--- src/rtl/seg7_pkg.sv ---
// seg7_pkg -- shared constants for the seven-segment display monitor.
//   Segment patterns are the active-low values of SEG_IN[6:0] (g..a).
//   CODE_BLANK / CODE_INVALID are the decoded nibbles for a dark digit
//   and for any pattern that is not a recognised numeral.
//   state_t is the capture FSM encoding used by seg7_mon.
package seg7_pkg;

   localparam logic [6:0] PAT_0     = 7'h40;
   localparam logic [6:0] PAT_1     = 7'h79;
   localparam logic [6:0] PAT_2     = 7'h24;
   localparam logic [6:0] PAT_3     = 7'h30;
   localparam logic [6:0] PAT_4     = 7'h19;
   localparam logic [6:0] PAT_5     = 7'h12;
   localparam logic [6:0] PAT_6     = 7'h02;
   localparam logic [6:0] PAT_7     = 7'h78;
   localparam logic [6:0] PAT_8     = 7'h00;
   localparam logic [6:0] PAT_9     = 7'h10;
   localparam logic [6:0] PAT_BLANK = 7'h7F;

   localparam logic [3:0] CODE_BLANK   = 4'hA;
   localparam logic [3:0] CODE_INVALID = 4'hF;

   typedef enum logic [1:0] {
      S_WAIT   = 2'd0,
      S_SETTLE = 2'd1,
      S_HOLD   = 2'd2
   } state_t;

endpackage

--- src/rtl/seg7_enc.sv ---
// seg7_enc -- combinational seven-segment pattern decoder.
// Ports:
//   seg_in [7:0]  active-low segment bus, bit7 = dot, bits6:0 = g..a
//   code   [3:0]  0..9 for numerals, CODE_BLANK for all-dark, else CODE_INVALID
//   dot           1 when the dot segment is lit
module seg7_enc
   import seg7_pkg::*;
(
   input  logic [7:0] seg_in,
   output logic [3:0] code,
   output logic       dot
);

   always_comb begin
      dot = ~seg_in[7];
      case (seg_in[6:0])
         PAT_0:     code = 4'd0;
         PAT_1:     code = 4'd1;
         PAT_2:     code = 4'd2;
         PAT_3:     code = 4'd3;
         PAT_4:     code = 4'd4;
         PAT_5:     code = 4'd5;
         PAT_6:     code = 4'd6;
         PAT_7:     code = 4'd7;
         PAT_8:     code = 4'd8;
         PAT_9:     code = 4'd9;
         PAT_BLANK: code = CODE_BLANK;
         default:   code = CODE_INVALID;
      endcase
   end

endmodule

--- src/rtl/seg7_mon.sv ---
// seg7_mon -- monitors a multiplexed seven-segment display bus and captures
// the value shown on each digit once the bus has been stable long enough.
// Parameters:
//   NDIG        number of multiplexed digits (1..8)
//   STABLE_CYC  consecutive stable synchronized cycles required to capture (2..255)
// Ports:
//   CLK          rising-edge clock
//   nRST         asynchronous active-low reset
//   SEG_IN [7:0] active-low segments, bit7 = dot
//   DIG_SEL      active-low digit enables, exactly one low = valid select
//   DOUT         decoded code per digit, digit i at [4i+3:4i]
//   DOT_OUT      last captured dot per digit
//   FRAME_VALID  one-cycle pulse once every digit has been captured
//   ERR          sticky invalid-capture flag
// Build option: define SEG7MON_ERR_EN to make ERR latch on a capture that
// decodes to CODE_INVALID; otherwise ERR is tied low.
//
// state    | meaning
// ---------+----------------------------------------------------------
// S_WAIT   | no valid select seen; waiting for exactly one digit enable
// S_SETTLE | counting cycles the (segments, select) pair stays unchanged
// S_HOLD   | pair captured; ignore it until the bus changes
module seg7_mon
   import seg7_pkg::*;
#(
   parameter int NDIG       = 4,
   parameter int STABLE_CYC = 4
) (
   input  logic                CLK,
   input  logic                nRST,
   input  logic [7:0]          SEG_IN,
   input  logic [NDIG-1:0]     DIG_SEL,
   output logic [4*NDIG-1:0]   DOUT,
   output logic [NDIG-1:0]     DOT_OUT,
   output logic                FRAME_VALID,
   output logic                ERR
);

   // Capture fires on the edge where the count would reach STABLE_CYC.
   localparam logic [7:0] STABLE_LAST = 8'(STABLE_CYC - 1);

   logic [7:0]        seg_s1_q, seg_s1_d, seg_s2_q, seg_s2_d;
   logic [NDIG-1:0]   sel_s1_q, sel_s1_d, sel_s2_q, sel_s2_d;
   logic [7:0]        seg_ref_q, seg_ref_d;
   logic [NDIG-1:0]   sel_ref_q, sel_ref_d;
   state_t            state_q, state_d;
   logic [7:0]        cnt_q, cnt_d;
   logic [4*NDIG-1:0] dout_q, dout_d;
   logic [NDIG-1:0]   dot_q, dot_d;
   logic [NDIG-1:0]   mask_q, mask_d;
   logic              fv_q, fv_d;
   logic              err_q, err_d;

   logic [NDIG-1:0]   sel_inv;
   logic              sel_valid;
   logic              pair_same;
   logic              capture;
   logic [3:0]        enc_code;
   logic              enc_dot;

   seg7_enc u_enc (
      .seg_in (seg_s2_q),
      .code   (enc_code),
      .dot    (enc_dot)
   );

   always_comb begin
      seg_s1_d = SEG_IN;
      sel_s1_d = DIG_SEL;
      seg_s2_d = seg_s1_q;
      sel_s2_d = sel_s1_q;

      sel_inv   = ~sel_s2_q;
      // Exactly one bit set in the inverted select.
      sel_valid = (sel_inv != '0) && ((sel_inv & (sel_inv - NDIG'(1))) == '0);
      pair_same = (seg_s2_q == seg_ref_q) && (sel_s2_q == sel_ref_q);

      state_d   = state_q;
      cnt_d     = cnt_q;
      seg_ref_d = seg_ref_q;
      sel_ref_d = sel_ref_q;
      capture   = 1'b0;

      case (state_q)
         S_WAIT: begin
            if (sel_valid) begin
               state_d   = S_SETTLE;
               cnt_d     = 8'd1;
               seg_ref_d = seg_s2_q;
               sel_ref_d = sel_s2_q;
            end
         end
         S_SETTLE: begin
            if (!sel_valid) begin
               state_d = S_WAIT;
               cnt_d   = 8'd0;
            end else if (!pair_same) begin
               cnt_d     = 8'd1;
               seg_ref_d = seg_s2_q;
               sel_ref_d = sel_s2_q;
            end else if (cnt_q == STABLE_LAST) begin
               state_d = S_HOLD;
               cnt_d   = cnt_q + 8'd1;
               capture = 1'b1;
            end else begin
               cnt_d = cnt_q + 8'd1;
            end
         end
         S_HOLD: begin
            if (!pair_same) begin
               if (sel_valid) begin
                  state_d   = S_SETTLE;
                  cnt_d     = 8'd1;
                  seg_ref_d = seg_s2_q;
                  sel_ref_d = sel_s2_q;
               end else begin
                  state_d = S_WAIT;
                  cnt_d   = 8'd0;
               end
            end
         end
         default: begin
            state_d = S_WAIT;
            cnt_d   = 8'd0;
         end
      endcase

      dout_d = dout_q;
      dot_d  = dot_q;
      for (int i = 0; i < NDIG; i++) begin
         if (capture && !sel_s2_q[i]) begin
            dout_d[4*i +: 4] = enc_code;
            dot_d[i]         = enc_dot;
         end
      end

      // A full mask pulses FRAME_VALID and restarts; a capture on that same
      // edge lands in the fresh mask.
      fv_d   = &mask_q;
      mask_d = ((&mask_q) ? '0 : mask_q) | (capture ? sel_inv : '0);

`ifdef SEG7MON_ERR_EN
      err_d = err_q | (capture && (enc_code == CODE_INVALID));
`else
      err_d = 1'b0;
`endif
   end

   always_ff @(posedge CLK or negedge nRST) begin
      if (!nRST) begin
         seg_s1_q  <= '1;
         seg_s2_q  <= '1;
         sel_s1_q  <= '1;
         sel_s2_q  <= '1;
         seg_ref_q <= '1;
         sel_ref_q <= '1;
         state_q   <= S_WAIT;
         cnt_q     <= 8'd0;
         dout_q    <= {NDIG{CODE_BLANK}};
         dot_q     <= '0;
         mask_q    <= '0;
         fv_q      <= 1'b0;
         err_q     <= 1'b0;
      end else begin
         seg_s1_q  <= seg_s1_d;
         seg_s2_q  <= seg_s2_d;
         sel_s1_q  <= sel_s1_d;
         sel_s2_q  <= sel_s2_d;
         seg_ref_q <= seg_ref_d;
         sel_ref_q <= sel_ref_d;
         state_q   <= state_d;
         cnt_q     <= cnt_d;
         dout_q    <= dout_d;
         dot_q     <= dot_d;
         mask_q    <= mask_d;
         fv_q      <= fv_d;
         err_q     <= err_d;
      end
   end

   assign DOUT        = dout_q;
   assign DOT_OUT     = dot_q;
   assign FRAME_VALID = fv_q;
   assign ERR         = err_q;

endmodule

--- config.mk ---
export PLATFORM = sky130hd
export DESIGN_NAME = seg7_mon
export DESIGN_NICKNAME = d
export VERILOG_FILES = /design/src/rtl/seg7_pkg.sv /design/src/rtl/seg7_enc.sv /design/src/rtl/seg7_mon.sv
export SDC_FILE = /design/constraint.sdc
export NUM_CORES = 1
export LEC_CHECK = 0
export CORE_UTILIZATION = 50
export CTS_CLUSTER_SIZE = 8
export DETAILED_ROUTE_END_ITERATION = 10
export GPL_TIMING_DRIVEN = 0
export HOLD_SLACK_MARGIN = 0.06
export PLACE_DENSITY_LB_ADDON = 0.05
export REMOVE_ABC_BUFFERS = 1
export SLEW_MARGIN = 10
export SYNTH_ARGS = -nofsm -noshare
export SYNTH_HDL_FRONTEND = slang
export SYNTH_SLANG_ARGS = --single-unit
--- constraint.sdc ---
create_clock -name CLK -period 5.5 [get_ports CLK]
set_clock_uncertainty 0.05 [all_clocks]
set_input_delay 1.65 -clock CLK [delete_from_list [all_inputs] [get_ports CLK]]
set_output_delay 1.65 -clock CLK [all_outputs]
set_load 0.01 [all_outputs]
# == After elaboration in Yosys (flattened, before gate mapping) ==
# Index checks and enable logic that the tools add are counted.
# op_classes
n_addsub,2
shifts,0
bitwise,4
eq_ne,21
div_mod_pow,0
mux,30
mul,0
order_cmp,0
reduce_logical,19
# ops
cell,count
$mux W8,8
$pmux W8 S3,2
$pmux W4 S11,1
$eq A7 B7 Y1 const B,4
$mux W4,6
$eq A7 B5 Y1 const B,3
$eq A7 B6 Y1 const B,2
$pmux W4 S3,1
$reduce_and A4 Y1,3
$mux W2,5
$add A8 B1 Y8 const B,1
$eq A8 B2 Y1 const B,1
$eq A8 B8 Y1,1
$ne A2 B2 Y1 const B,4
$eq A7 B2 Y1 const B,1
$logic_not A7 Y1,1
$logic_and A1 B1 Y1,6
$mux W1,6
$ne A3 B3 Y1 const B,2
$pmux W2 S3,1
$and A4 B4 Y4,1
$eq A4 B4 Y1,1
$logic_not A1 Y1,4
$logic_not A4 Y1,1
10 further kinds,10
# totals
mem_count,0
rom_bits,0
out_inout_bits,22
elab_cells,94
register_bits,71
latchBits,0
inputBits,14
ram_bits,0

# == Logic depth before layout (Yosys ltp) ==
# logic_depth
word_depth,9
depth_mapped,7
ltp_nobuf,6

# == Hierarchy ==
# Synthesis repeated with hierarchy kept, for this count alone.
# hier_totals
cells_unflattened,253
area_unflattened_um2,3348.2
# by_module_without_submodules
mod,seq_area_each_um2,area_per_inst_um2,n_inst,cells_each
seg7_mon,1831.8,3059.2,1,213
seg7_enc,0.0,289.0,1,40

# == Worst setup path after synthesis ==
# No wires, ideal clock.
# synth_path
kind,register to register
start,register sel_s2_q[3]
end,register dout_q[10] (netlist: DOUT[10])
path_stages_with_launch,8
setup_slack_ps,3048
t_arrival_ps,2277
setup_ps,125
t_required_ps,5325
period_less_slack_ps,2452
n_path_buf,2
cell_sequence,dfstp_2 -> buf_4 -> and4b_1 -> a311oi_4 -> or4_4 -> buf_6 -> nor3_4 -> mux2_4
# synth_between
elab_chain_cells,8
elab_cells_between_ends,12
cone_classes,add/sub (1); eq/ne (1); mux (3); bitwise (2); reduce/logical (5)
# synth_lines
item,line_no,source
"start, declared",seg7_mon.sv:43,"logic [NDIG-1:0] sel_s1_q, sel_s1_d, sel_s2_q, sel_s2_d;"
"start signal, assigned",seg7_mon.sv:168,sel_s2_q <= sel_s2_d;
$not A4 Y4,seg7_mon.sv:73,sel_inv = ~sel_s2_q;
$sub A4 B1 Y4,seg7_mon.sv:75,sel_valid = (sel_inv != '0) && ((sel_inv & (sel_inv - NDIG'(1))) == '0);
$and A4 B4 Y4,seg7_mon.sv:75,
$logic_not A4 Y1,seg7_mon.sv:75,
$logic_and A1 B1 Y1,seg7_mon.sv:75,
$mux W1 *,seg7_mon.sv:94,if (!sel_valid) begin
$mux W1 *,seg7_mon.sv:84,case (state_q)
$logic_and A1 B1 Y1 *,seg7_mon.sv:131,if (capture && !sel_s2_q[i]) begin
"end signal, assigned",seg7_mon.sv:159,dout_q <= {NDIG{CODE_BLANK}};
"end signal, assigned",seg7_mon.sv:173,dout_q <= dout_d;
"end, declared",seg7_mon.sv:48,"logic [4*NDIG-1:0] dout_q, dout_d;"
# Every way passes the cells marked *; elsewhere a longest branch is shown, timed or not.
# A chain may end at the register's enable or synchronous reset.

# == Final worst setup path ==
# layout_path
start,register dout_q[7] (netlist: DOUT[7])
end,output port DOUT[7]
# layout_lines
item,line_no,source
"end, declared",seg7_mon.sv:33,"output logic [4*NDIG-1:0] DOUT,"
# No word-level cell between the ends.

==> metrics.yaml <==
critical_path:
  rr_startpoint: "seg_s2_q[6]"
  crit_slowest_cell: "clkdlybuf4s50_1"
  worst-r2r-setup-slack_ps: 2400
  critPathKind: "flip-flop to output pin"
  path_cells: "clkdlybuf4s50_1"
  crit_buf_inv: 1
  reg2reg_to: "sel_ref_q[2]"
  critical_path_required_ps: 3800
  critical-path-top-delay-family: "buffers and inverters"
  reg2reg_depth: 5
  end_kind: "output pin"
  cp_max_fo: 2
  cp.arrival_ps: 1420
  critical_path.startpoint_type: "flip-flop"
  cp_slowest_stage_delay_ps: 550
synth:
  synth_edf_count: 0
  synth_top_cell_by_area: "dfstp_2"
  ys.flop_type: "dfstp_2"
  ys_seq_elements: 71
  synthTopCellsByArea: "dfstp_2 35%, dfrtp_1 20%, mux2_2 5.7%, xor2_1 3.4%, inv_1 2.1%"
  yosysSeqAreaShare_pct: 54.9
  synthDistinctLibCells: 56
  netlist.area_leader.share_pct: 34.7
  async_flop_share_pct: 100
  synth_warnings: 0
  syn_area_mm2: 0.00333
  synthCells: 271
  syn_avg_cell_area_um2: 12.3
placed_design:
  hpwl_um: 3910
  dpl.cell_count: 367
  place_congestion: 0.864
  port-buffer-count: 34
  dp_slack_ps: 2400
  dpl_cell_area_mm2: 0.00370
clock_tree:
  cts_hold_buf: 0
  postCtsSetupBuffers: 0
  cts-root-buf: "clkbuf_8"
  cts_num_sinks: 71
  numCtsBuffers: 9
  htree_levels: 3
  cts_tree: "done"
  insertion_delay_ps: 330
  clock_path_buffers: 2
  cts_resized: 0
  clk_pin_slew_worst_paths_ps: 70
grt:
  grt_pass1_wl_um: 10100
  antenna_found_initial: 0
  grtUsageTotal_pct: 18.6
  grt_pass1_vias: 2109
  grt_overflow_total: 0
  grt_max_degree: 61
min_path:
  min_from: "sel_s1_q[1]"
  hold_path_end: "sel_s2_q[1]"
  hold_class: "flip-flop to flip-flop"
  worstHoldPathCells: 0
route:
  routed_wl_um: 5840
  routedWlPerCell_um: 15.3
  vias_per_cell: 5.58
  vias: 2139
  drtIter0Drc: 97
  drc: 0
  drtPass1Iterations: 4
  ant_nets: 0
cells_and_area:
  final_cell_area_mm2: 0.00392
  area_growth_syn_to_layout_pct: 17.6
  multi_input_area_mm2: 0.00133
  layout.area.seq_mm2: 0.00183
  layout_commonest_cell: "dfstp_2"
  final_cell_mix: "44 x dfstp_2, 33 x clkdlybuf4s50_1, 27 x dfrtp_1"
  final_nets: 316
  drive_above_1_share_pct: 30.7
  diodes: 0
  final_util_pct: 61.4
  final_cells: 383
  fillers: 535
sta:
  slew_headroom_pct: 23.0
  final.period_utilization_pct: 56.8
  slew_viol_final: 0
  whs_ps: 305
  final.setup.tns_ps: 0
  fin_ws_ps: 2380
  hold_violations: 0
  setup_violations: 0
  worst_pin_slew_ps: 1150
  clock.fmax_mhz: 320
  fin_crit_ps: 3120
  rsz0062_at_grt: "false"
floorplanning:
  rows: 29
  initial_utilization_pct: 52.2
  die_x_um: 83.7
  dieArea_mm2: 0.00700
  die_h_um: 83.7
  core_region_area_mm2: 0.00639
  ios: 36
power:
  power_density_mw_per_mm2: 299
  ir_worst_vdd_v: 0.000198
  power.leakage_nw: 1.64
  p_total_mw: 1.17
job:
  cap_violations: 0
run_status:
  outcome: "finished, final reports clean"
[metal layers]
metal | routed length [um] | vias to the layer above | global-route usage (%) | share of wire (%)
met3 | 280 | 13 | 4.35 | 4.8
met5 | 0 | - | 0 | 0
li1 | - | 1026 | - | -
met2 | 2700 | 55 | 27.8 | 46
met1 | 2730 | 1045 | 25.7 | 47
met4 | 136 | 0 | 8.94 | 2.3
[how the worst max path moves through the flow]
stage	slack [ps]	end	cells after the start	startpoint
floorplan	2980	seg_ref_q[0]	5	seg_s2_q[6]
detailed placement	2400	seg_ref_q[2]	5	seg_s2_q[6]
global placement	380	DOT_OUT[3]	1	nRST
CTS	2350	DOUT[7]	1	DOUT[7]
global route	2220	sel_ref_q[3]	5	seg_s2_q[6]
finish	2380	DOUT[7]	1	DOUT[7]
[sequential cells by signal, indices dropped and copies added, names as in the netlist]
register	count
sel_s1_q	4
state_q	2
sel_ref_q	4
sel_s2_q	4
mask_q	4
seg_s2_q	8
DOT_OUT	4
seg_ref_q	8
FRAME_VALID	1
cnt_q	8
seg_s1_q	8
DOUT	16
[synth_stat cells, types with 2 or more instances]
master and number:
a211oi_1 3, a21o_1 8, a21oi_1 7, a222oi_1 2, a22o_1 2, a31oi_1 4
a41oi_1 2, and2_1 4, and3_1 2, and4b_1 3, buf_2 4, buf_4 3
buf_6 3, clkbuf_1 6, dfrtp_1 27, dfstp_2 44, inv_1 19, mux2_1 2
mux2_2 17, mux2_4 3, mux2i_1 5, nand2_1 11, nand2b_1 4, nand3_1 5
nand4_1 4, nor2_1 11, nor3_1 4, nor3_4 4, nor4_1 2, nor4_2 3
nor4b_1 7, o21ai_0 2, o31a_1 5, or2_2 2, xnor2_1 4, xor2_1 13
[cell families (layout without fill, tap and decap cells)]
logic type                 after synthesis  in the layout  share of synthesized area, %
other                                    1              1                         0.112
DFF                                     71             71                          54.9
muxes                                   27             27                          9.27
AOI/OAI and AO/OA                       45             45                          10.5
buffers and inverters                   35             70                          5.10
and+or+nand+nor                         73             73                          14.7
xor gates and xnor gates                18             18                          4.95
adders and majority gates                1              1                         0.375
[area by class of cell]
class,count,share of cell area [%]
clock inverter,5,2.07
inverter,19,1.82
tap,77,2.46
timing repair buffer,35,9.32
clock buffer,11,3.61
sequential,71,46.7
multi-input combinational,165,34.0
[where the power goes]
group	switching, mW	internal, mW	total (mW)	leakage (nW)
clock network	0.192	0.268	0.460	0.110
registers	0.0325	0.576	0.609	0.834
logic	0.0534	0.0511	0.104	0.697
Power figures use the tool's default switching activity.
